### config.mk
export PLATFORM = sky130hd
export DESIGN_NAME = rvdiv_seq
export DESIGN_NICKNAME = d
export VERILOG_FILES = /design/src/rtl/rvdiv_seq.sv
export SDC_FILE = /design/constraint.sdc
export NUM_CORES = 1
export LEC_CHECK = 0
export BUFFER_PORTS_ARGS = -buffer_cell sky130_fd_sc_hd__buf_2
export CAP_MARGIN = 30
export CORE_MARGIN = 2
export CORE_UTILIZATION = 63
export CTS_BUF_LIST = sky130_fd_sc_hd__clkbuf_8
export DETAILED_ROUTE_END_ITERATION = 7
export PLACE_DENSITY = 0.84
export SYNTH_ARGS = -nofsm -noshare
export SYNTH_HDL_FRONTEND = slang
export SYNTH_SLANG_ARGS = --single-unit
export TNS_END_PERCENT = 100
### constraint.sdc
create_clock -name clk -period 6.2 [get_ports clk]
set_clock_uncertainty 0.05 [all_clocks]
set_input_delay 0 -clock clk [delete_from_list [all_inputs] [get_ports clk]]
set_output_delay 0 -clock clk [all_outputs]
set_load 0.01 [all_outputs]
### src/rtl/rvdiv_seq.sv
// rvdiv_seq -- iterative radix-2 divide/remainder sequencer (RV32M DIV/DIVU/REM/REMU)
//
// Sits in the Execute stage. A divide-class op present in E is captured on the
// IDLE edge, then resolved by a restoring shift/subtract loop that produces one
// quotient bit per cycle (MSB first). DivBusy stalls F/D/E while the loop runs.
// The result is presented on DivResultE together with a one-cycle DivDoneE.
// Divide-by-zero and signed overflow skip the loop and finish in one cycle.
//
// Ports:
//   clk         clock, all state updates on posedge
//   reset       synchronous, active-high
//   DivStartE   E stage holds a valid divide-class op
//   DivOpE      00 DIV, 01 DIVU, 10 REM, 11 REMU
//   SrcAE       dividend (post-forwarding)
//   SrcBE       divisor  (post-forwarding)
//   FlushE      kill the E-stage op; aborts an in-flight divide
//   DivBusy     stall request to the hazard unit (combinational)
//   DivDoneE    result valid, one-cycle pulse
//   DivResultE  quotient or remainder, held until the next completion or reset
//
// Parameters:
//   XLEN   operand/result width
//   CNT_W  iteration counter width, 2**CNT_W must exceed XLEN

module rvdiv_seq #(
  parameter int XLEN  = 32,
  parameter int CNT_W = 6
) (
  input  logic            clk,
  input  logic            reset,
  input  logic            DivStartE,
  input  logic [1:0]      DivOpE,
  input  logic [XLEN-1:0] SrcAE,
  input  logic [XLEN-1:0] SrcBE,
  input  logic            FlushE,
  output logic            DivBusy,
  output logic            DivDoneE,
  output logic [XLEN-1:0] DivResultE
);

  localparam logic [1:0] S_IDLE = 2'd0;
  localparam logic [1:0] S_CALC = 2'd1;
  localparam logic [1:0] S_DONE = 2'd2;

  localparam logic [XLEN-1:0] INT_MIN = {1'b1, {(XLEN-1){1'b0}}};

  logic [1:0]       state;
  logic [CNT_W-1:0] cnt;

  // Datapath registers of the iteration loop.
  logic [XLEN-1:0]  rem_q;      // partial remainder R (always < |B|, fits XLEN bits)
  logic [XLEN-1:0]  quo_q;      // shifts |A| out at the top, quotient bits in at the bottom
  logic [XLEN-1:0]  divisor_q;  // |B|
  logic             rem_op_q;   // 1: REM/REMU, 0: DIV/DIVU
  logic             sign_q;     // negate quotient at the end
  logic             sign_r;     // negate remainder at the end

  // ---------------------------------------------------------------------------
  // Operand decode in IDLE
  // ---------------------------------------------------------------------------
  logic            op_signed;
  logic            op_rem;
  logic            a_neg;
  logic            b_neg;
  logic [XLEN-1:0] abs_a;
  logic [XLEN-1:0] abs_b;
  logic            div_zero;
  logic            signed_ovf;
  logic            start_ok;
  logic [XLEN-1:0] special_res;

  assign op_signed  = ~DivOpE[0];
  assign op_rem     = DivOpE[1];
  assign a_neg      = op_signed & SrcAE[XLEN-1];
  assign b_neg      = op_signed & SrcBE[XLEN-1];
  assign abs_a      = a_neg ? -SrcAE : SrcAE;
  assign abs_b      = b_neg ? -SrcBE : SrcBE;
  assign div_zero   = (SrcBE == '0);
  assign signed_ovf = op_signed & (SrcAE == INT_MIN) & (SrcBE == '1);
  assign start_ok   = DivStartE & ~FlushE;

  // Overflow: quotient is the dividend itself (INT_MIN), remainder is zero.
  // Divide-by-zero: quotient all ones, remainder is the dividend.
  assign special_res = div_zero ? (op_rem ? SrcAE : '1)
                                : (op_rem ? '0    : SrcAE);

  // ---------------------------------------------------------------------------
  // One restoring iteration: {R,Q} <<= 1; if R >= |B| then R -= |B|, Q[0] = 1
  // ---------------------------------------------------------------------------
  logic [XLEN:0]   rem_shift;   // one extra bit holds the carry out of the shift
  logic            rem_ge;
  logic [XLEN-1:0] rem_nxt;
  logic [XLEN-1:0] quo_nxt;
  logic [XLEN-1:0] calc_res;
  logic            last_iter;

  assign rem_shift = {rem_q, quo_q[XLEN-1]};
  assign rem_ge    = (rem_shift >= {1'b0, divisor_q});
  assign rem_nxt   = rem_ge ? XLEN'(rem_shift - {1'b0, divisor_q}) : rem_shift[XLEN-1:0];
  assign quo_nxt   = {quo_q[XLEN-2:0], rem_ge};
  assign last_iter = (cnt == CNT_W'(XLEN - 1));

  // Sign fix-up is applied to the values the final iteration is producing, so
  // the result register is loaded on the same edge that enters DONE.
  assign calc_res = rem_op_q ? (sign_r ? -rem_nxt : rem_nxt)
                             : (sign_q ? -quo_nxt : quo_nxt);

  // ---------------------------------------------------------------------------
  // Control: state, counter, result register
  // ---------------------------------------------------------------------------
  // NOTE: all sequential state uses non-blocking assignments so every register
  // samples the pre-edge values and the block order never matters.
  always_ff @(posedge clk) begin
    if (reset) begin
      state      <= S_IDLE;
      cnt        <= '0;
      DivResultE <= '0;
    end else begin
      case (state)
        S_IDLE: begin
          if (start_ok) begin
            cnt <= '0;
            if (div_zero || signed_ovf) begin
              state      <= S_DONE;
              DivResultE <= special_res;
            end else begin
              state <= S_CALC;
            end
          end
        end
        S_CALC: begin
          if (FlushE) begin
            // Abandon the op; the previous result stays visible.
            state <= S_IDLE;
            cnt   <= '0;
          end else if (last_iter) begin
            state      <= S_DONE;
            cnt        <= '0;
            DivResultE <= calc_res;
          end else begin
            cnt <= cnt + 1'b1;
          end
        end
        // DONE always returns to IDLE: DivStartE from the op still in E is
        // ignored here, and a flush only makes the consumer drop the pulse.
        S_DONE:  state <= S_IDLE;
        default: state <= S_IDLE;
      endcase
    end
  end

  // ---------------------------------------------------------------------------
  // Datapath: loaded on the IDLE->CALC edge, shifted every CALC cycle
  // ---------------------------------------------------------------------------
  // NOTE: the loop registers carry no reset; they are always loaded on the
  // start edge before being read, so a reset would only add fan-out.
  always_ff @(posedge clk) begin
    if (state == S_IDLE && start_ok && !div_zero && !signed_ovf) begin
      rem_q     <= '0;
      quo_q     <= abs_a;
      divisor_q <= abs_b;
      rem_op_q  <= op_rem;
      sign_q    <= a_neg ^ b_neg;
      sign_r    <= a_neg;
    end else if (state == S_CALC) begin
      rem_q <= rem_nxt;
      quo_q <= quo_nxt;
    end
  end

  // Busy drops in DONE so the pipeline advances on the edge that closes DONE.
  assign DivBusy  = ~reset & (((state == S_IDLE) & start_ok) | (state == S_CALC));
  assign DivDoneE = (state == S_DONE);

endmodule

# Word-level counts from Yosys, hierarchy flattened
# Cells that the tools add are included.
# W data, S select, Z words.
totals:
  regBits: 139
  in_bits: 70
  elab_cells: 76
op_classes:
  addsub: 6
  muxes: 25
  n_eq_ne: 10
  bitwise: 12
  magnitude_cmp: 1
  reduce_logical: 13
ops:
  columns: ["cell", "count"]
  rows:
  - ["$mux W32", 15]
  - ["$neg A32 Y32", 4]
  - ["$eq A32 B32 Y1 const B", 2]
  - ["$pmux W32 S2", 1]
  - ["$ge A33 B32 Y1", 1]
  - ["$logic_not A32 Y1", 1]
  - ["$sub A32 B32 Y32", 1]
  - ["$mux W6", 3]
  - ["$pmux W6 S2", 1]
  - ["$mux W2", 4]
  - ["$ne A2 B2 Y1 const B", 4]
  - ["$and A1 B1 Y1", 7]
  - ["$add A6 B1 Y6 const B", 1]
  - ["$eq A6 B5 Y1 const B", 1]
  - ["$reduce_and A5 Y1", 1]
  - ["$pmux W2 S2", 1]
  - ["$reduce_and A2 Y1", 2]
  - ["$reduce_bool A2 Y1", 2]
  - ["$logic_and A1 B1 Y1", 3]
  - ["$ne A3 B3 Y1 const B", 1]
  - ["$not A1 Y1", 3]
  - ["$eq A2 B1 Y1 const B", 1]
  - ["$eq A2 B2 Y1 const B", 1]
  - ["$logic_not A1 Y1", 2]
  - ["4 further kinds", 4]

# Longest topological paths before layout
depth:
  depth_word: 8
  depth_mapped: 24
  mapped_depth_nobuf: 20

# Worst setup path after synthesis
# No wires, ideal clock.
synth_timing:
  path_type: "reg2reg"
  start: "register rem_q[8]"
  end: "register DivResultE[30]"
  setup_slack_ps: 1477
  setup_ps: 59
  n_path_buf: 4
  path_stages_with_launch: 24
  arrival_ps: 4615
  required_time_ps: 6091
  cell_sequence: "dfxtp_1 ha_1 buf_2 and3_1 clkbuf_1 a41oi_1 and3_1 o221a_4 nand2_4 inv_2 buf_2 buf_1 ha_1 nand2b_1 or2_2 nand2b_1 nand2b_1 or2_2 o21ai_0 xor2_1 a2111oi_0 o211a_1 o211ai_1 nand2_1"
synth_between:
  elab_chain_len: 8
synth_lines:
  columns: ["element", "line_no", "source"]
  rows:
  - ["start: declaration", "51", "logic [XLEN-1:0] rem_q;"]
  - ["start signal: assignment", "166", "rem_q <= rem_nxt;"]
  - ["$sub A32 B32 Y32 or $ge A33 B32 Y1 (tied branches)", "99, 98", null]
  - ["$mux W32", "99", "assign rem_nxt = rem_ge ? XLEN'(rem_shift - {1'b0, divisor_q}) : rem_shift[XLEN-1:0];"]
  - ["$neg A32 Y32", "105", "assign calc_res = rem_op_q ? (sign_r ? -rem_nxt : rem_nxt)"]
  - ["$mux W32", "105", null]
  - ["$mux W32 *", "105", null]
  - ["$mux W32 *", "136", "end else if (last_iter) begin"]
  - ["$mux W32 *", "132", "if (FlushE) begin"]
  - ["$pmux W32 S2 *", "119", "case (state)"]
  - ["end signal: assignment", "125", "DivResultE <= special_res;"]
  - ["end signal: assignment", "139", "DivResultE <= calc_res;"]
  - ["end: declaration", "38", "output logic [XLEN-1:0] DivResultE"]
# Every way passes the cells marked *; elsewhere a longest branch is shown, timed or not. The select of a mux whose other input is x is not followed.
# A chain may end at the register's enable or synchronous reset.

# Worst setup path after layout
layout_timing:
  start: "register rem_q[23]"
  end: "register DivResultE[30]"
# The elaborated chain is that of the path after synthesis.

==> impl_metrics.csv <==
group,metric,value,unit
worst_setup_path,max_stage_delay,530,ps
layout,area.growth.synth_to_final,15.5,%
clock_network,cts_buffers,17,
global_route,grt_pass1_wl,57900,um
yosys,synthFlopType,"dfxtp_1",
yosys,ys_ff_latch,139,
clock_network,cts_tree,"built",
timing,period_share,82.6,%
floorplanning,die-area,19100,sq um
floorplanning,io_pins,104,
clock_network,root_buffer,"clkbuf_8",
floorplanning,die_h,138,um
timing,fmax,0.195,GHz
status,status,"finished clean",
hold_path,worstHoldPathType,"in -> reg",
worst_setup_path,crit_path_start,"rem_q[23]",
clock_network,clk_latency,470,ps
yosys,yosysWarnings,0,
yosys,synth_edf_count,67,
yosys,yosys-top-cells-area,"edfxtp_1 18%, dfxtp_1 13%, a21oi_1 5.8%",
placement,place_congestion,0.990,
worst_setup_path,crit_path_end_kind,"flip-flop",
global_route,overflow,0,
clock_network,htree_levels,4,
layout,stdcell_area,13100,sq um
yosys,yosysTopAreaCell,"edfxtp_1",
yosys,synth_cell_types,92,
timing,hold_slack,20.7,ps
worst_setup_path,crit_top_cell,"nand2b_1",
timing,finalMaxSlewViolations,0,
clock_network,clk_path_buf_depth,2,
worst_setup_path,cp.arrival,5490,ps
placement,hpwl,25900,um
layout,post-route-util,73.5,%
power_and_ir_drop,p_per_area,326,nW/um^2
timing,hold_viol,0,
worst_setup_path,r2r_start,"rem_q[23]",
floorplanning,die_w,138,um
yosys,synth_most_common_cell,"nand2_1",
placement,placed_cells_incl_taps,1686,
worst_setup_path,crit_path_max_fanout,15,
yosys,synthTopCellsByCount,"143 x nand2_1, 135 x nor2_1, 131 x a21oi_1, 87 x o21ai_0, 72 x dfxtp_1",
routing,firstDrtPassIters,6,
hold_path,min-delay-start,"SrcAE[27]",
floorplanning,start_util,63.6,%
timing,timing.slew.headroom,28.6,%
placement,io_buffers,103,
power_and_ir_drop,p_leak,5.00,nW
worst_setup_path,path_cells,"ha_1 -> a21oi_2 -> o21ai_0 -> a2111oi_2 -> o221a_4 -> nand2_4 -> inv_2 -> ha_1 -> nand2b_1 -> or2_2 -> nand2b_1 -> nand2b_1 -> or2_2 -> o21ai_0 -> xor2_1 -> a2111oi_0 -> o211a_1 -> o211ai_1 -> nand2_1",
worst_setup_path,cp_data_required_time,6570,ps
worst_setup_path,start_kind,"flip-flop",
yosys,syn_inst,1420,
routing,wl_per_cell,20.5,um
routing,wirelength,36600,um
clock_network,clkSlewWorstSetupHoldPaths,90,ps
yosys,yosysSeqAreaShare,30.4,%
layout,instances_no_fill,1790,
timing,tightest_slew,1070,ps
hold_path,hold_depth,3,
routing,drc,0,
yosys,async_flop_share,0,%
clock_network,cts_setup_buffers,0,
global_route,antenna_found_initial,0,
placement,place_area,11900,sq um
worst_setup_path,crit_path_top_delay_cell,"a2111oi_2",
power_and_ir_drop,ir_drop,0.250,mV
clock_network,ctsHoldBuffers,71,
timing,fin_crit,5120,ps
yosys,synth_top_area_share,17.7,%
global_route,track_usage,37.3,%
timing,setup_violations,0,
yosys,syn_nets,1529,
yosys,synth_area,11400,sq um
layout,antennaDiodeCount,0,
timing,rsz0062_at_grt,"no",
job,maxCapViolations,0,
timing,tns,0,ps
clock_network,cts-resized-gates,0,
routing,vias,11843,
worst_setup_path,worstSetupPathType,"reg -> reg",
routing,drtAntennaViolNets,0,
layout,nets,1657,
global_route,grt_pass1_vias,11044,
worst_setup_path,reg2reg_depth,19,
floorplanning,fp-row-count,49,
routing,vias_per_cell,6.62,
clock_network,clkSinkCount,139,
global_route,grt_max_degree,82,
yosys,avgSynthCellArea,7.99,sq um
floorplanning,core,17800,sq um
layout,drive_gt1_share,12.5,%
routing,first_iter_violations,1451,
worst_setup_path,r2r_setup_slack,1080,ps
## cells in the final DEF (no fill, tap or decap), types with 12 or more instances in the layout
cell type        n
a21o_1          12
nand4_1         21
or2_2           12
or3_1           23
dfxtp_1         72
nand2b_1        17
xor2_1          64
ha_1            38
nor2_1         134
o41ai_1         15
a31oi_1         20
nand3_1         24
xnor2_1         68
o31ai_1         28
edfxtp_1        67
dlygate4sd3_1   71
buf_2          103
nand2_1        143
nor3_1          42
o22ai_1         32
a21oi_1        130
o211ai_1        22
clkbuf_8        17
inv_1           56
a211oi_1        18
buf_4           12
and3_1          12
mux2i_1         23
o21ai_0         87
## critical path: cells and delay by family, from the launching register on
family	cells	cell delay, ps
flip-flops	1	350
XOR/XNOR	1	100
buffers and inverters	1	130
AO/OA/AOI/OAI	8	2370
AND/OR/NAND/NOR	7	1520
adder cells (fa/ha/maj)	2	550
## report_power, final
part | switching [mW] | leakage, nW | internal, mW
registers | 0.118 | 1.21 | 1.07
clock network | 0.410 | 0.219 | 0.439
logic | 1.40 | 3.57 | 0.842
total | 1.93 | 5.00 | 2.35
## state kept, by name, summed over array words and instances, names as in the netlist
register	count
rem_q	32
sign_q	1
state	2
cnt	6
divisor_q	32
quo_q	32
rem_op_q	1
sign_r	1
DivResultE	32
## worst paths after layout
path,end
worst min-delay path,DivResultE[27]
worst max-delay path,DivResultE[30]
worst min register to register,DivResultE[2]
worst max register to register,DivResultE[30]
## routing by layer
| metal | vias to the layer above | wire (um) | track usage [%] |
|---|---|---|---|
| li1 | 5508 | - | - |
| met2 | 666 | 17400 | 61.8 |
| met4 | 0 | 1120 | 12.4 |
| met3 | 104 | 3600 | 7.72 |
| met1 | 5565 | 14500 | 49.0 |
| met5 | - | 0 | 0 |
## kinds of logic after synthesis
kind of cell	Yosys count	synth area share [%]
adders and majority gates	39	4.37
and+or+nand+nor	503	22.1
AOI/OAI and AO/OA	449	26.2
muxes	24	2.13
xor gates and xnor gates	132	10.2
buffers and inverters	134	4.65
DFF	139	30.4
## stage by stage
| stage | worst slack, ps | power, mW |
|---|---|---|
| floorplan | 1480 | 2.81 |
| global placement | 1380 | 3.29 |
| detailed placement | 1300 | 3.33 |
| CTS | 1180 | 4.21 |
| global route | 806 | 4.49 |
| finish | 1080 | 4.28 |
## layout make-up
type,count,area (sq um)
clock inverter,15,200
timing repair buffer,187,1340
clock buffer,17,234
multi-input combinational,1147,7380
inverter,56,213
sequential,139,3450
tap,229,287
fill,1350,4730
Note: power is estimated with default switching activity, not from simulation.
